## config.mk

```make
export PLATFORM = sky130hd
export DESIGN_NAME = imem_loader
export DESIGN_NICKNAME = d
export VERILOG_FILES = /design/src/rtl/imem_loader_pkg.sv /design/src/rtl/imem_loader_checksum.sv /design/src/rtl/imem_loader.sv
export SDC_FILE = /design/constraint.sdc
export NUM_CORES = 1
export LEC_CHECK = 0
export ABC_AREA = 0
export CAP_MARGIN = 20
export CORE_MARGIN = 2
export CORE_UTILIZATION = 35
export CTS_BUF_LIST = sky130_fd_sc_hd__clkbuf_8
export DETAILED_ROUTE_END_ITERATION = 8
export PLACE_DENSITY = 0.83
export RECOVER_POWER = 100
export SETUP_SLACK_MARGIN = 0.5
export SYNTH_ARGS = -nofsm -noshare
export SYNTH_HDL_FRONTEND = slang
export SYNTH_SLANG_ARGS = --single-unit
```

## constraint.sdc

```tcl
create_clock -name clk -period 1.3 [get_ports clk]
set_input_delay 0.13 -clock clk [delete_from_list [all_inputs] [get_ports clk]]
set_output_delay 0.13 -clock clk [all_outputs]
set_load 0.005 [all_outputs]
```

## src/rtl/imem_loader_pkg.sv

```systemverilog
// imem_loader_pkg: shared state encoding for the instruction-memory boot loader.
// Optional checksum stage is controlled by IMEM_LOADER_CHECKSUM_EN (see imem_loader.sv).
package imem_loader_pkg;

   localparam int unsigned STATE_W = 3;

   typedef enum logic [STATE_W-1:0] {
      ST_INIT  = 3'd0,
      ST_LOAD  = 3'd1,
      ST_CSUM  = 3'd2,
      ST_HOLD  = 3'd3,
      ST_RUN   = 3'd4,
      ST_ERROR = 3'd5
   } state_t;

endpackage

```

## src/rtl/imem_loader_checksum.sv

```systemverilog
// load_checksum: running modulo-2**DATA_W sum of program words, compared
// against the trailing checksum word. Only instantiated when
// IMEM_LOADER_CHECKSUM_EN is defined.
module load_checksum
   import imem_loader_pkg::*;
#(
   parameter int unsigned DATA_W = 16
) (
   input  logic              clk,
   input  logic              reset,
   input  logic              clear,
   input  logic              add,
   input  logic [DATA_W-1:0] add_data,
   input  logic [DATA_W-1:0] cmp_data,
   output logic              match_c
);

   logic [DATA_W-1:0] acc;

   // Accumulator: cleared at the start of every load, sums each written word
   always_ff @(posedge clk or posedge reset) begin
      if (reset) begin
         acc <= '0;
      end else if (clear) begin
         acc <= '0;
      end else if (add) begin
         acc <= acc + add_data;
      end
   end

   assign match_c = (acc == cmp_data);

endmodule

```

## src/rtl/imem_loader.sv

```systemverilog
// imem_loader: holds the CPU in reset while a valid/ready word stream is
// written to instruction memory from address 0, then releases the CPU after
// a short hold. Re-triggerable with reload from RUN or ERROR.
// Define IMEM_LOADER_CHECKSUM_EN to require a trailing checksum word.
module imem_loader
   import imem_loader_pkg::*;
#(
   parameter int unsigned DATA_W   = 16,
   parameter int unsigned ADDR_W   = 8,
   parameter int unsigned DEPTH    = 256,
   parameter int unsigned HOLD_CYC = 2
) (
   input  logic              clk,
   input  logic              reset,
   input  logic              in_valid,
   output logic              in_ready,
   input  logic [DATA_W-1:0] in_data,
   input  logic              in_last,
   input  logic              reload,
   output logic              mem_we,
   output logic [ADDR_W-1:0] mem_addr,
   output logic [DATA_W-1:0] mem_wdata,
   output logic              cpu_reset,
   output logic              load_done,
   output logic              load_error,
   output logic [ADDR_W:0]   word_count
);

   localparam int unsigned CNT_W     = ADDR_W + 1;
   localparam int unsigned HOLD_W    = $clog2(HOLD_CYC + 1);
   localparam int unsigned LAST_ADDR = DEPTH - 1;

   state_t            state;
   state_t            state_next;
   logic [ADDR_W-1:0] addr;
   logic [HOLD_W-1:0] hold_cnt;
   logic              accept;
   logic              at_end;

   assign accept = in_valid & in_ready;
   assign at_end = (addr == ADDR_W'(LAST_ADDR));

`ifdef IMEM_LOADER_CHECKSUM_EN
   logic csum_ok;

   load_checksum #(
      .DATA_W (DATA_W)
   ) u_csum (
      .clk      (clk),
      .reset    (reset),
      .clear    (state == ST_INIT),
      .add      (accept && (state == ST_LOAD)),
      .add_data (in_data),
      .cmp_data (in_data),
      .match_c  (csum_ok)
   );
`endif

   // State register
   always_ff @(posedge clk or posedge reset) begin
      if (reset) begin
         state <= ST_INIT;
      end else begin
         state <= state_next;
      end
   end

   // Next-state logic
   always_comb begin
      state_next = state;
      case (state)
         ST_INIT: state_next = ST_LOAD;
         ST_LOAD: begin
            if (accept) begin
               if (in_last) begin
`ifdef IMEM_LOADER_CHECKSUM_EN
                  state_next = ST_CSUM;
`else
                  state_next = ST_HOLD;
`endif
               end else if (at_end) begin
                  state_next = ST_ERROR;
               end
            end
         end
`ifdef IMEM_LOADER_CHECKSUM_EN
         ST_CSUM: begin
            if (accept) begin
               state_next = csum_ok ? ST_HOLD : ST_ERROR;
            end
         end
`endif
         ST_HOLD: begin
            if (hold_cnt == '0) begin
               state_next = ST_RUN;
            end
         end
         ST_RUN, ST_ERROR: begin
            if (reload) begin
               state_next = ST_INIT;
            end
         end
         default: state_next = ST_INIT;
      endcase
   end

   // Output decode; memory write is combinational from the handshake
   always_comb begin
      in_ready   = 1'b0;
      cpu_reset  = 1'b1;
      load_done  = 1'b0;
      load_error = 1'b0;
      mem_we     = 1'b0;
      mem_addr   = addr;
      mem_wdata  = '0;
      case (state)
         ST_LOAD: begin
            in_ready = 1'b1;
            if (in_valid) begin
               mem_we    = 1'b1;
               mem_wdata = in_data;
            end
         end
`ifdef IMEM_LOADER_CHECKSUM_EN
         ST_CSUM: in_ready = 1'b1;
`endif
         ST_RUN: begin
            cpu_reset = 1'b0;
            load_done = 1'b1;
         end
         ST_ERROR: load_error = 1'b1;
         default: ;
      endcase
   end

   // Address / word counter; address saturates at the last usable word
   always_ff @(posedge clk or posedge reset) begin
      if (reset) begin
         addr       <= '0;
         word_count <= '0;
      end else if (state == ST_INIT) begin
         addr       <= '0;
         word_count <= '0;
      end else if ((state == ST_LOAD) && accept) begin
         word_count <= word_count + CNT_W'(1);
         if (!at_end) begin
            addr <= addr + ADDR_W'(1);
         end
      end
   end

   // Hold counter: the entry cycle of HOLD sees HOLD_CYC, then it counts
   // HOLD_CYC-1 down to 0, giving HOLD_CYC+1 cycles in HOLD
   always_ff @(posedge clk or posedge reset) begin
      if (reset) begin
         hold_cnt <= HOLD_W'(HOLD_CYC);
      end else if (state != ST_HOLD) begin
         hold_cnt <= HOLD_W'(HOLD_CYC);
      end else if (hold_cnt != '0) begin
         hold_cnt <= hold_cnt - HOLD_W'(1);
      end
   end

endmodule
```

After elaboration in Yosys (flattened, before gate mapping)
Cells that the tools add are included.
{"block": "totals", "regBits": 22, "out_inout_bits": 38}
{"block": "op_classes", "addsub": 3, "n_eq_ne": 11, "muxes": 21, "bitwise_logic": 1, "n_reduce_logical": 9}
{"op": "$mux 16", "n": 2}
{"op": "$mux 8", "n": 3}
{"op": "$mux 9", "n": 2}
{"op": "$mux 3", "n": 5}
{"op": "$pmux 3 s4", "n": 1}
{"op": "$add 9x1->9 const B", "n": 1}
{"op": "$add 8x1->8 const B", "n": 1}
{"op": "$eq 8x8->1 const B", "n": 1}
{"op": "$eq 3x3->1 const B", "n": 2}
{"op": "$mux 1", "n": 6}
{"op": "$ne 2x2->1 const B", "n": 3}
{"op": "$reduce_bool 2->1", "n": 3}
{"op": "$mux 2", "n": 2}
{"op": "$reduce_and 4->1", "n": 1}
{"op": "$eq 3x1->1 const B", "n": 1}
{"op": "$eq 3x2->1 const B", "n": 1}
{"op": "$logic_not 3->1", "n": 1}
{"op": "$ne 3x2->1 const B", "n": 1}
{"op": "$ne 3x3->1 const B", "n": 1}
{"op": "$logic_not 2->1", "n": 1}
{"op": "$ne 2x1->1 const B", "n": 1}
{"op": "$reduce_and 2->1", "n": 1}
{"op": "$reduce_or 2->1", "n": 1}
{"op": "$sub 2x1->2 const B", "n": 1}
{"op": "other kinds (2)", "n": 2}

Longest topological paths before layout
{"block": "logic_depth", "depth_word": 6, "ltp_mapped": 5}

Least setup slack after synthesis
No wires, ideal clock.
{"block": "synth_path", "kind": "register -> register", "startpoint": "register state[2]", "endpoint": "register word_count[6]", "setup_ns": 0.079, "t_arrival_ns": 1.298, "t_required_ns": 1.221, "slack_ns": -0.078, "stages_incl_launch_ff": 5, "n_path_buf": 1, "path_cell_list": "dfrtp_1 > nand4bb_4 > buf_6 > nor4_1 > mux2i_1"}
{"block": "synth_between", "elab_chain_len": 5, "elab_cells_between_ends": 7, "cone_classes": "eq/ne: 1; mux: 2; bitwise: 1; reduce/logical: 3"}
{"item": "start, declared", "line_no": "imem_loader.sv:33", "rtl": "state_t state;"}
{"item": "start signal, assigned", "line_no": "imem_loader.sv:64", "rtl": "state <= state_next;"}
{"item": "$eq 3x1->1", "line_no": "imem_loader.sv:116, imem_loader.sv:144"}
{"item": "$mux 1", "line_no": "imem_loader.sv:116", "rtl": "case (state)"}
{"item": "$and 1x1->1", "line_no": "imem_loader.sv:40", "rtl": "assign accept = in_valid & in_ready;"}
{"item": "$logic_and 1x1->1", "line_no": "imem_loader.sv:144", "rtl": "end else if ((state == ST_LOAD) && accept) begin"}
{"item": "$reduce_bool 2->1 (no line)"}
{"item": "end signal, assigned", "line_no": "imem_loader.sv:145", "rtl": "word_count <= word_count + CNT_W'(1);"}
{"item": "end, declared", "line_no": "imem_loader.sv:26", "rtl": "output logic [ADDR_W:0] word_count"}
Parallel ways exist; a longest one is shown, timed or not.
A chain may end at the register's enable or synchronous reset.

Worst setup path after layout
{"block": "layout_path", "startpoint": "register state[2]", "endpoint": "output port mem_wdata[10]"}
{"block": "layout_between", "elab_chain_len": 2}
{"item": "$eq 3x1->1", "line_no": "imem_loader.sv:116"}
{"item": "$mux 16", "line_no": "imem_loader.sv:116"}
{"item": "end, declared", "line_no": "imem_loader.sv:22", "rtl": "output logic [DATA_W-1:0] mem_wdata,"}
No other way between the ends.

==> key figures <==
Global route
  – Initial antenna violation count: 0
  – First-pass GRT wire length: 6.21 mm
  – Largest net degree at the start of global routing: 23
  – GRT overflow: 0
  – Total global-route track usage: a little under a fifth
  – Vias in the first global route: 1382

Synth
  – Synth top area cells: dfrtp_1, and2_1, mux2i_1, nand2_1, ha_1
  – Post-synth top area cell: dfrtp_1
  – Mapped Area: 1360 µm²
  – Seq cells post-synth: 22
  – Synth top area share: 38.6%
  – Yosys warns: 0
  – Sequential-to-total area share from yosys stat: 40.5%
  – Syn Area/Cell: 9.32 µm²
  – Ys async rst share: 100%
  – Ys flop type: dfrtp_1
  – Post-Syn Instances: 146
  – Unique cell type count in the Yosys netlist: 38
  – Post-synth net total: 170
  – EDFF count, synth: 0

Critical path
  – Critical R2R Launch: state[2]$_DFFE_PP0P_
  – R2R Setup Slk: -0.26 ns
  – Worst EP required: 1.17 ns
  – Worst R2R Path Depth: 4
  – RR Endpoint: word_count[5]$_DFFE_PP0P_
  – Slowest CP cell: dfrtp_1
  – Crit path DAT: 1.44 ns
  – Cell Chain, Critical Path: nand4bb_4, clkinv_4, clkbuf_16, and2_4, buf_6
  – Crit-path max cell delay: 0.40 ns
  – Crit Path Class: reg -> out
  – CP Capture Type: primary output
  – Crit start category: flip-flop
  – Crit-path max FO: 8

Placement
  – I/O Buffers: 58
  – Post-DP HPWL: 2.60 mm
  – Placer congestion estimate: 0.775

Floorplan
  – Core region area: 3690 µm²
  – Ports: 59
  – Initial core utilization: 36.9%
  – Die area: 4400 µm²
  – Rows: 22
  – Die height: about 66 µm
  – Die width: 66.4 µm

Final layout
  – Commonest non-fill, non-tap cell in the layout: buf_6
  – Fillers: 235
  – Fin nets: 280
  – # diodes: 0
  – Most frequent cells in the layout: buf_6, buf_4, clkdlybuf4s50_1
  – Area Growth Syn to Fin: 101%
  – Layout cells sized above 1: 56.5%

Route
  – Avg WL per Cell: between 15 and 20 µm
  – Drc violations: 0
  – Antenna violation net count after detailed routing: 0
  – Vias per cell: approximately 5
  – DRT Wirelength: 4.68 mm
  – DRT Pass-1 Iters: 4
  – Initial DRC count: 58
  – Via Count: around 1.5k

Power
  – Pleak: roughly 1.3 nW
  – Combinational power share: around two thirds
  – Net Sw Power: roughly 1.7 mW
  – Pwr dens: between 1500 and 2000 nW/µm²
  – Tot Pwr: 4.73 mW
  – Worst VDD drop: 1.51 mV
  – Clock network fraction of total power: 9.4%
  – Net Sw Frac: about a third
  – Sequential share of power: 23.3%
  – Internal power: ~3 mW

STA
  – Slew HR: between 60% and 70%
  – Period utilization: 120%
  – Max Transition Viols Final: 0
  – Fin worst setup slack: -0.265 ns
  – Clock Skews: 0.00228 ns
  – Fmax: 0.639 GHz
  – Fin. Hold Viols: 0
  – Final worst path period need: 1.57 ns
  – Sum Neg Setup Slack: -7.40 ns
  – Setup-failing EPs final: 39
  – Unrepaired setup endpoints after global routing: true
  – Worst-margin pin slew: a little under 0.6 ns

Clock network
  – CTS tree: yes
  – CTS root buf: clkbuf_8
  – Hold_buf cts: 0
  – Later-pin clock latency in the skew report: 0.27 ns
  – CTS Buffer Depth: 2
  – H-tree levels: 1
  – Clk sink count: 22
  – TritonCTS buffer count: 3
  – Clk pin slew, worst setup/hold paths: 0.08 ns

Min path
  – Worst hold path type: in -> async

Outcome
  – Status: complete, but fails checks
  – Violated checks: setup timing

Job
  – MaxCap Viol Count: 0
sequential cells by signal (all words and copies together) (netlist names):
| signal | flops |
|---|---|
| hold_cnt | 2 |
| mem_addr | 8 |
| word_count | 9 |
| state | 3 |
how the worst max path moves through the flow:
stage,start,end,slack (ns),cells past startpoint
finish,state[2]$_DFFE_PP0P_,mem_wdata[10],-0.27,5
global route,state[2]$_DFFE_PP0P_,word_count[5]$_DFFE_PP0P_,-0.33,4
CTS,state[1]$_DFFE_PP0P_,word_count[5]$_DFFE_PP0P_,-0.28,4
floorplan,state[2]$_DFFE_PP0P_,word_count[5]$_DFFE_PP0P_,-0.03,3
global placement,in_valid,mem_wdata[13],-0.47,6
detailed placement,in_valid,mem_wdata[12],-0.48,6
power groups by stage:
stage / Clock (mW) / Combinational (mW) / Sequential (mW)
finish: 0.447 / 3.19 / 1.10
global route: 0.479 / 3.41 / 1.13
global placement: 0 / 2.07 / 1.11
floorplan: 0 / 0.988 / 1.13
detailed placement: 0 / 2.11 / 1.12
CTS: 0.449 / 2.54 / 1.07
stage by stage:
stage	area [µm²]	setup WS (ns)	hold WS, ns	instances	util [%]
finish	2740	-0.265	0.436	303	74.2
global route	2740	-0.333	0.480	303	74.2
CTS	2460	-0.277	0.210	298	66.6
detailed placement	2220	-0.484	0.490	268	60.2
global placement	2220	-0.468	0.495	268	60.2
floorplan	1450	-0.0341	0.118	146	-
timing repair:
item / CTS / global route
hold endpoints to repair: 0 / 0
cloned: 1 / 1
buffers inserted: 25 / 4
endpoints found under the setup margin: 60 / 60
pin swaps: 4 / 27
gates resized for setup: 185 / 60
layout make-up:
cell class	instances	area [µm²]	area share (%)
repair buffers	111	1090	39.8
multi-input cells	109	948	34.6
flip-flops and latches	22	557	20.3
well taps	48	60.1	2.19
clock buffers	3	41.3	1.51
inverters	9	38.8	1.42
clock inverters	1	3.75	0.137
cells in the mapped netlist, drive strengths merged (2+ instances only):
master / instances
nor3: 2
mux2i: 9
dfrtp: 21
buf: 3
xnor2: 2
ha: 3
nor4: 3
nand2: 15
a21oi: 6
and4: 3
or3: 4
and2: 18
nor2: 4
nand4: 5
o2111ai: 4
nand3: 4
o21ai: 4
and3: 2
inv: 8
nand2b: 4
mux2: 2
nor2b: 2
clkbuf: 3
or2b: 2
cells by family after synthesis:
kind of cell	synth area share [%]
compound gates	9.93
xor+xnor	1.29
fa+ha+maj	2.76
buf+inv	4.87
flops	40.5
mux	8.27
simple gates	32.4
metal layers:
metal	routed length, µm	global-route usage [%]
met1	1770	21.1
met2	2680	32.9
met3	165	3.92
met4	69	6.38
met5	0	0
critical path, delay by kind of cell, from the launching register on:
| kind | cells | cell delay (ns) |
|---|---|---|
| buffers and inverters | 3 | 0.34 |
| AND/OR/NAND/NOR | 2 | 0.43 |
| flip-flops | 1 | 0.40 |
Note: power is estimated with default switching activity, not from simulation.
